`config.mk`:
```
export PLATFORM = sky130hd
export DESIGN_NAME = bitloc_rr_scheduler
export DESIGN_NICKNAME = d
export VERILOG_FILES = /design/src/rtl/bitloc_pkg.sv /design/src/rtl/bitloc_tag_fifo.sv /design/src/rtl/bitloc_rr_scheduler.sv
export SDC_FILE = /design/constraint.sdc
export NUM_CORES = 1
export LEC_CHECK = 0
export BUFFER_PORTS_ARGS = -buffer_cell sky130_fd_sc_hd__buf_2
export CAP_MARGIN = 10
export CORE_MARGIN = 2
export CORE_UTILIZATION = 45
export DETAILED_ROUTE_END_ITERATION = 16
export HOLD_SLACK_MARGIN = 0.15
export PLACE_DENSITY_LB_ADDON = 0.1
export SLEW_MARGIN = 40
export SYNTH_ARGS = -nofsm -noshare
export SYNTH_HDL_FRONTEND = slang
export SYNTH_SLANG_ARGS = --single-unit
```
`constraint.sdc`:
```
create_clock -name clk -period 6.35 [get_ports clk]
set_clock_uncertainty 0.2 [all_clocks]
set_input_delay 1.5875 -clock clk [delete_from_list [all_inputs] [get_ports clk]]
set_output_delay 1.5875 -clock clk [all_outputs]
set_load 0.01 [all_outputs]
```
`src/rtl/bitloc_pkg.sv`:
```
// Shared constants and helpers for the bit-location engine scheduler.
package bitloc_pkg;
  localparam int N_REQ_DEF  = 4;
  localparam int DATA_WIDTH = 8;
  localparam int IDX_W      = $clog2(DATA_WIDTH);
  localparam int DEPTH_DEF  = 4;

  typedef logic [$clog2(N_REQ_DEF)-1:0] req_id_t;

  // Round-robin successor with an explicit wrap so non-power-of-2 counts work.
  function automatic int rr_next(input int id, input int n);
    return (id == n - 1) ? 0 : id + 1;
  endfunction
endpackage

```
`src/rtl/bitloc_tag_fifo.sv`:
```
// In-order tag FIFO: remembers which requester owns each outstanding engine transaction.
module bitloc_tag_fifo
  import bitloc_pkg::*;
#(
  parameter type T       = req_id_t,
  parameter int  DEPTH   = 4,
  localparam int AW      = $clog2(DEPTH)
) (
  input  logic        clk,
  input  logic        rst,
  input  logic        push,
  input  T            din,
  input  logic        pop,
  output T            head,
  output logic        full,
  output logic        empty,
  output logic [AW:0] count
);
  T            mem [DEPTH];
  logic [AW:0] wr_ptr, rd_ptr;

  // Extra pointer MSB distinguishes full from empty when the indices match.
  assign full  = (wr_ptr[AW] != rd_ptr[AW]) && (wr_ptr[AW-1:0] == rd_ptr[AW-1:0]);
  assign empty = (wr_ptr == rd_ptr);
  assign count = wr_ptr - rd_ptr;
  assign head  = mem[rd_ptr[AW-1:0]];

  always_ff @(posedge clk) begin
    if (push && !full) mem[wr_ptr[AW-1:0]] <= din;
  end

  always_ff @(posedge clk) begin
    if (rst) begin
      wr_ptr <= '0;
      rd_ptr <= '0;
    end else begin
      if (push && !full)  wr_ptr <= wr_ptr + 1'b1;
      if (pop  && !empty) rd_ptr <= rd_ptr + 1'b1;
    end
  end
endmodule

```
`src/rtl/bitloc_rr_scheduler.sv`:
```
// Round-robin sharing of one bit-location engine; results are routed back in issue order.
module bitloc_rr_scheduler
  import bitloc_pkg::rr_next;
#(
  parameter int N_REQ      = bitloc_pkg::N_REQ_DEF,
  parameter int DATA_WIDTH = bitloc_pkg::DATA_WIDTH,
  parameter int IDX_W      = $clog2(DATA_WIDTH),
  parameter int DEPTH      = bitloc_pkg::DEPTH_DEF
) (
  input  logic                        clk,
  input  logic                        rst,
  input  logic [N_REQ-1:0]            req_vld,
  input  logic [N_REQ*DATA_WIDTH-1:0] req_data,
  output logic [N_REQ-1:0]            req_rdy,
  output logic                        eng_vld,
  output logic [DATA_WIDTH-1:0]       eng_data,
  input  logic                        eng_rdy,
  input  logic                        eng_res_vld,
  input  logic [IDX_W-1:0]            eng_res_idx,
  output logic                        eng_res_rdy,
  output logic [N_REQ-1:0]            rsp_vld,
  output logic [IDX_W-1:0]            rsp_idx,
  input  logic [N_REQ-1:0]            rsp_rdy,
  output logic [$clog2(DEPTH+1)-1:0]  outstanding,
  output logic                        err_orphan
);
  localparam int ID_W = $clog2(N_REQ);
  typedef logic [ID_W-1:0] id_t;

  id_t  rr_ptr, lock_id, rr_win, winner, head;
  logic lock, full, empty, push, pop;

  // Scan from rr_ptr upward with explicit wrap.
  always_comb begin : arb
    int  idx;
    logic found;
    idx    = 0;
    found  = 1'b0;
    rr_win = rr_ptr;
    for (int k = 0; k < N_REQ; k++) begin
      idx = int'(rr_ptr) + k;
      if (idx >= N_REQ) idx = idx - N_REQ;
      if (!found && req_vld[idx]) begin
        found  = 1'b1;
        rr_win = id_t'(idx);
      end
    end
  end

  assign winner   = lock ? lock_id : rr_win;
  assign eng_vld  = !rst && !full && (|req_vld);
  assign eng_data = req_data[int'(winner)*DATA_WIDTH +: DATA_WIDTH];
  assign push     = eng_vld && eng_rdy;

  always_comb begin
    req_rdy = '0;
    if (push) req_rdy[winner] = 1'b1;
  end

  // Empty FIFO swallows stray results so the engine never stalls on them.
  assign eng_res_rdy = !rst && (empty ? eng_res_vld : rsp_rdy[head]);
  assign pop         = eng_res_vld && eng_res_rdy && !empty;
  assign rsp_idx     = eng_res_idx;

  always_comb begin
    rsp_vld = '0;
    if (!rst && eng_res_vld && !empty) rsp_vld[head] = 1'b1;
  end

  always_ff @(posedge clk) begin
    if (rst) begin
      rr_ptr     <= '0;
      lock       <= 1'b0;
      lock_id    <= '0;
      err_orphan <= 1'b0;
    end else begin
      if (push) begin
        rr_ptr <= id_t'(rr_next(int'(winner), N_REQ));
        lock   <= 1'b0;
      end else if (eng_vld) begin
        lock    <= 1'b1;
        lock_id <= winner;
      end
      if (eng_res_vld && empty) err_orphan <= 1'b1;
    end
  end

  bitloc_tag_fifo #(.T(id_t), .DEPTH(DEPTH)) u_tag_fifo (
    .clk   (clk),
    .rst   (rst),
    .push  (push),
    .din   (winner),
    .pop   (pop),
    .head  (head),
    .full  (full),
    .empty (empty),
    .count (outstanding)
  );
endmodule

```
After elaboration in Yosys (flattened, before gate mapping)
Memories as Yosys holds them, arrays and structs flattened. A register that Yosys moved wholly into a read port is not among the register bits.
Cells that the tools add are included.
{ "classes": {"n_addsub": 11, "multipliers": 0, "n_lt_le_gt_ge": 12, "n_shift": 1, "div_mod_pow": 0, "n_reduce_logical": 26, "eq_ne": 4, "bitwise": 1, "mux": 38} }
{ "ops": {"columns": ["operator", "n"], "rows": [
  ["32-bit by 4-bit less-than comparator with 1-bit output, second input constant", 4],
  ["32-bit two-way mux", 4],
  ["32-bit by 6-bit indexed part select with 8-bit output", 1],
  ["1-bit logical AND", 17],
  ["1-bit two-way mux", 17],
  ["2-bit two-way mux", 8],
  ["3-bit by 3-bit subtractor with 4-bit output, second input constant", 3],
  ["1-bit binary-select mux with 2-bit select", 5],
  ["3-bit >= comparator, second input constant", 3],
  ["4-bit two-way mux", 2],
  ["2-bit by 2-bit adder with 3-bit output, second input constant", 2],
  ["3-bit by 1-bit adder with 3-bit output, second input constant", 2],
  ["1-bit logical NOT", 6],
  ["2-bit by 3-bit less-than comparator with 1-bit output, second input constant", 2],
  ["1-bit demux with 2-bit select", 2],
  ["2-bit by 1-bit >= comparator with 1-bit output, second input constant", 2],
  ["4-bit OR reduction", 1],
  ["2-bit by 3-bit subtractor with 4-bit output, second input constant", 1],
  ["2-bit by 1-bit adder with 3-bit output, second input constant", 1],
  ["3-bit equality test", 1],
  ["2-bit by 3-bit >= comparator with 1-bit output, second input constant", 1],
  ["3-bit subtractor", 1],
  ["2-bit by 1-bit adder with 2-bit output, second input constant", 1],
  ["2-bit by 1-bit equality test with 1-bit output, second input constant", 1],
  ["5 further kinds", 5]
]} }
{ "word_totals": {"n_memories": 1, "regBits": 12, "romBits": 0, "elab_cells": 100, "latchBits": 0, "ramBits": 8, "in_bits": 47} }
{ "mem_list": {"columns": ["memory", "words", "word_bits", "read_ports", "rd_ports_with_merged_regs", "write_ports", "line", "text"], "rows": [
  ["u_tag_fifo.mem", 4, 2, 1, 1, 1, "bitloc_tag_fifo.sv:19", "T mem [DEPTH];"]
]} }

Depth between registers and ports, before layout
{ "logic_depth": {"word_depth": 21, "ltp_mapped": 9, "depth_no_buf": 8} }

Modules after synthesis
From an unflattened synthesis, not the netlist that was laid out.
{ "unflattened": {"cells_unflattened": 176, "area_unflattened_um2": 1675.4} }
{ "by_module_without_submodules": {"columns": ["module", "seq_area_each_um2", "area_each_um2", "cells_per_inst", "instances"], "rows": [
  ["bitloc_tag_fifo", 400.4, 878.3, 77, 1],
  ["bitloc_rr_scheduler", 120.1, 797.0, 99, 1]
]} }

Least setup slack after synthesis
No wires, ideal clock.
{ "synth_path": {"path_type": "input-to-output", "from": "input req_vld[0]", "to": "output eng_data[0]", "cell_stages": 6, "arrival_ps": 2849, "path_buffers": 1, "setup_slack_ps": 1714, "path_cell_list": "nor2b_1 > o21ba_2 > o41ai_2 > buf_2 > mux2i_1 > mux2i_1"} }
{ "synth_rtl": {"columns": ["element", "line", "text"], "rows": [
  ["start, declared", "bitloc_rr_scheduler.sv:12", "input logic [N_REQ-1:0] req_vld,"],
  ["end, declared", "bitloc_rr_scheduler.sv:16", "output logic [DATA_WIDTH-1:0] eng_data,"]
]} }

==> results.txt <==
----------------------------------------------------
[Finish]
  Antenna diodes ... 0
  Final design utilization ... 0.591
  Top library cells by usage in the layout, fill and taps aside ... 65 x sky130_fd_sc_hd__buf_2, 29 x sky130_fd_sc_hd__mux2i_1, 14 x sky130_fd_sc_hd__dfxtp_1, 13 x sky130_fd_sc_hd__nor2_1, 10 x sky130_fd_sc_hd__inv_1
  Fill cells ... 323
  Design Area, Final ... 1970 µm²
  Flip-flop and latch area ... 520 µm²
  Area taken by multi-input logic gates ... 963 µm²
  Fraction of layout instances using a drive strength above 1 ... 0.365
  Leading cell type in the layout, fill and taps excluded ... sky130_fd_sc_hd__buf_2
  Layout net count ... 276
  Layout Cells excl Fill ... 265
  Layout Area Growth over Synthesis ... 26.7%

[Place]
  Number of buffer cells added on primary ports ... 65
  Final estimated routing congestion in global placement ... 0.886
  Placement Cell Area ... 1920 µm²
  Detailed-placement wirelength estimate ... 2670 µm
  # placed instances ... 261

[Power]
  Power density normalized to cell area ... 198 nW/µm²
  Static Leak ... 0.000969 µW
  Proportion of total power due to net switching ... 0.289
  Cell Int Power ... 277 µW
  IR Drop Worst-Case VDD ... 93.8 µV
  Sequential share of power ... 0.410
  Clock power frac ... 0.274
  Comb power frac ... 0.316
  Switching component of the power ... 113 µW

[STA]
  Final hold violation count ... 0
  Total setup violations reported at the end of the flow ... 0
  Post-layout min period ... 5.01 ns
  Final setup TNS ... 0 ns
  Setup repair after global routing missed its margin ... false
  Hold_ws ... 0.281 ns
  Ratio of final minimum period to clock period ... 0.788
  Actual slew at the worst max-slew pin ... 0.528 ns
  Achievable Freq ... 0.200 GHz
  Pins Over Slew Limit ... 0
  Worst-case headroom to the max-slew limit ... 0.645

[Global route]
  Overflow after GRT ... 0
  Global Route Usage Sum ... 0.176
  Peak-usage layer in the global routing report ... met2
  Met1 usage ... 0.203
  GRT met3 Usage ... 0.0306
  Global-route wire length before repair ... 5580 µm
  Maximum number of pins on one net before global-route repair ... 25
  Met2 GRT Util ... 0.325
  Number of antenna violations at the first check in global routing ... 0
  Number of global-route vias before repair ... 1319

[Logic synthesis]
  Xor and xnor area share after synthesis ... 0.0225
  Post-synthesis adder-cell area fraction ... 0.0772
  Largest family of logic cells by synthesized area ... multiplexers
  Synthesized netlist net count ... 213
  Count of different cell masters after synthesis ... 36
  Yosys synthesis warning count ... 0
  Part of the Yosys area used for sequential elements ... 0.334
  Top_reg_cell synth ... sky130_fd_sc_hd__dfxtp_1
  Synthesized cell area ... 1560 µm²
  Ys async rst share ... 0
  Number of flops mapped to enable cells by yosys ... 8
  Flops & latches, synth ... 22
  Simple-gate portion of the synthesized area ... 0.189
  Complex-gate fraction of the synthesized area ... 0.0772
  Multiplexer share of the synthesized area ... 0.242
  Post-synthesis average cell area ... 9.91 µm²
  Cells after synthesis ... 157

[Clock network]
  CTS max path bufs ... 2
  Count of hold-fix buffers inserted at cts ... 0
  Number of sinks handled by clock tree synthesis ... 22
  CTS H-tree depth ... 1
  Clock insertion delay at the later pin of the skew report ... 0.31 ns
  # resized after CTS ... 0
  Buffer count from post-CTS setup fixing ... 0
  CTS tree ... built
  Clock Pin Slew Worst Setup and Hold Paths ... 0.12 ns
  CTS Root Cell ... sky130_fd_sc_hd__clkbuf_4
  Num CTS Buffers ... 3

[Floorplanning]
  Initial cell density of the core ... 0.466
  Floorplan die width ... 62.8 µm
  Floorplan die height ... 62.8 µm
  # rows ... 21
  I/O Pins ... 72
  Die Footprint ... 3950 µm²
  Core Box Area ... 3340 µm²

[Critical path]
  Worst reg2reg startpoint ... u_tag_fifo.wr_ptr[0]$_SDFFE_PP0N_
  Cell type of the slowest stage on the worst timing path ... sky130_fd_sc_hd__a21o_1
  Worst Path Required ... 4.56 ns
  CP Cell Sequence ... buf_2, nor2b_1, o21a_1, nor3_1, a21o_1, inv_1, nor3_1, buf_2
  Max FO, Critical Path ... 12
  Data arrival, critical path ... 3.22 ns
  Number of cells on the worst reg-to-reg path ... 8
  Largest stage delay, worst path ... 0.43 ns
  Critical path startpoint category ... input pin
  Crit end category ... output port
  Startpoint of the most critical setup path ... req_vld[2]
  Capture point of the worst reg-to-reg path ... u_tag_fifo.wr_ptr[2]$_SDFFE_PP0N_
  Dominant delay contributor by cell family on the critical path ... compound AO/OA/AOI/OAI gates
  Worst Setup Path Type ... input pin to output port
  Critical path buffer and inverter count ... 3
  Setup slack, reg-to-reg ... 3.99 ns

[Outcome]
  Outcome ... finished clean

[Routing]
  First-iteration detailed-routing DRC count ... 46
  DRT Wirelength ... 3270 µm
  Vias after detailed routing ... 1343
  Ratio of routed vias to standard cells ... 5.07
  Number of nets with antenna violations after routing ... 0
  Iteration count of the initial detailed-routing pass ... 4
  Routed WL per cell ... 12.3 µm
  DRC errors left ... 0

[Hold path]
  Class of the worst hold path ... register to register
  Hold Path Depth ... 2
  Sink of the worst hold path ... err_orphan$_SDFFE_PP0P_
  Startpoint of the lowest-slack hold path ... err_orphan$_SDFFE_PP0P_

[Job]
  Number of max-cap violations ... 0

----------------------------------------------------
==> Yosys cell counts (2+ instances only) <==
library cell	instances	area [µm²]
sky130_fd_sc_hd__nor2_1	13	48.8
sky130_fd_sc_hd__buf_4	4	30.0
sky130_fd_sc_hd__o21a_1	2	15.0
sky130_fd_sc_hd__nor4b_1	2	17.5
sky130_fd_sc_hd__nor3_1	4	20.0
sky130_fd_sc_hd__a21oi_1	6	30.0
sky130_fd_sc_hd__clkbuf_1	2	7.51
sky130_fd_sc_hd__dfxtp_1	14	280
sky130_fd_sc_hd__mux2_2	2	22.5
sky130_fd_sc_hd__inv_1	10	37.5
sky130_fd_sc_hd__nor4_1	3	18.8
sky130_fd_sc_hd__nor2b_1	7	43.8
sky130_fd_sc_hd__ha_1	8	100
sky130_fd_sc_hd__nand2_1	8	30.0
sky130_fd_sc_hd__edfxtp_1	8	240
sky130_fd_sc_hd__mux2i_1	29	290
sky130_fd_sc_hd__nand2b_1	4	25.0
sky130_fd_sc_hd__buf_2	3	15.0
sky130_fd_sc_hd__and2_1	7	43.8
sky130_fd_sc_hd__xor2_1	2	17.5
sky130_fd_sc_hd__xnor2_1	2	17.5
sky130_fd_sc_hd__a211oi_1	2	15.0
sky130_fd_sc_hd__and3_1	2	12.5
==> stage by stage <==
step	setup slack, ns	total power, µW
detailed placement	1.32	287
finish	1.34	390
CTS	1.31	394
floorplan	1.71	246
global placement	1.40	284
global route	1.16	413
==> logic make-up (layout without fill, tap and decap cells) <==
group / Yosys count / in the layout
flip-flops: 22 / 22
AO/OA/AOI/OAI: 16 / 16
XOR/XNOR: 4 / 4
AND/OR/NAND/NOR: 53 / 53
multiplexers: 34 / 34
buffers and inverters: 19 / 81
adder cells (fa/ha/maj): 9 / 9
==> layer usage <==
layer | vias to the layer above | part of all wire
li1 | 675 | -
met1 | 590 | 0.42
met2 | 74 | 0.47
met3 | 4 | 0.093
met4 | 0 | 0.016
met5 | - | 0
==> final cells by class <==
class	count	share of cell area
Multi-Input combinational cell	116	0.489
Sequential cell	22	0.264
Timing Repair Buffer	67	0.173
Tap cell	46	0.0292
Inverter	10	0.0190
Clock inverter	1	0.0152
Clock buffer	3	0.0114
==> registers in the layout, indices dropped and copies added (netlist names), named ones only <==
name               count
u_tag_fifo.rd_ptr      3
err_orphan             1
u_tag_fifo.mem         8
lock                   1
rr_ptr                 2
lock_id                2
u_tag_fifo.wr_ptr      3
==> worst max path at each step <==
stage / endpoint / slack (ns) / cells after the start
2_1_floorplan: eng_data[0] / 1.71 / 6
3_3_place_gp: req_rdy[0] / 1.40 / 8
3_5_place_dp: req_rdy[0] / 1.32 / 8
4_1_cts: req_rdy[0] / 1.31 / 8
5_1_grt: req_rdy[0] / 1.16 / 8
6_report: req_rdy[0] / 1.34 / 8
==> worst register-to-register path, cell delays in order (launching register included) <==
cell                        delay (ns)
sky130_fd_sc_hd__dfxtp_1          0.41
sky130_fd_sc_hd__inv_1            0.10
sky130_fd_sc_hd__ha_1             0.29
sky130_fd_sc_hd__and2_1           0.23
sky130_fd_sc_hd__a2111oi_2        0.37
sky130_fd_sc_hd__buf_4            0.24
sky130_fd_sc_hd__and2_1           0.22
sky130_fd_sc_hd__xnor2_1          0.15
sky130_fd_sc_hd__nor2_1           0.05
==> power by group through the flow <==
stage | Clock (µW) | Sequential [µW] | Combinational, µW
after floorplan | 0 | 162 | 84.4
after global placement | 0 | 163 | 121
after detailed placement | 0 | 163 | 125
after CTS | 109 | 160 | 125
after global routing | 114 | 161 | 138
final | 107 | 160 | 123
No activity file was read; power rests on OpenSTA's default activity.
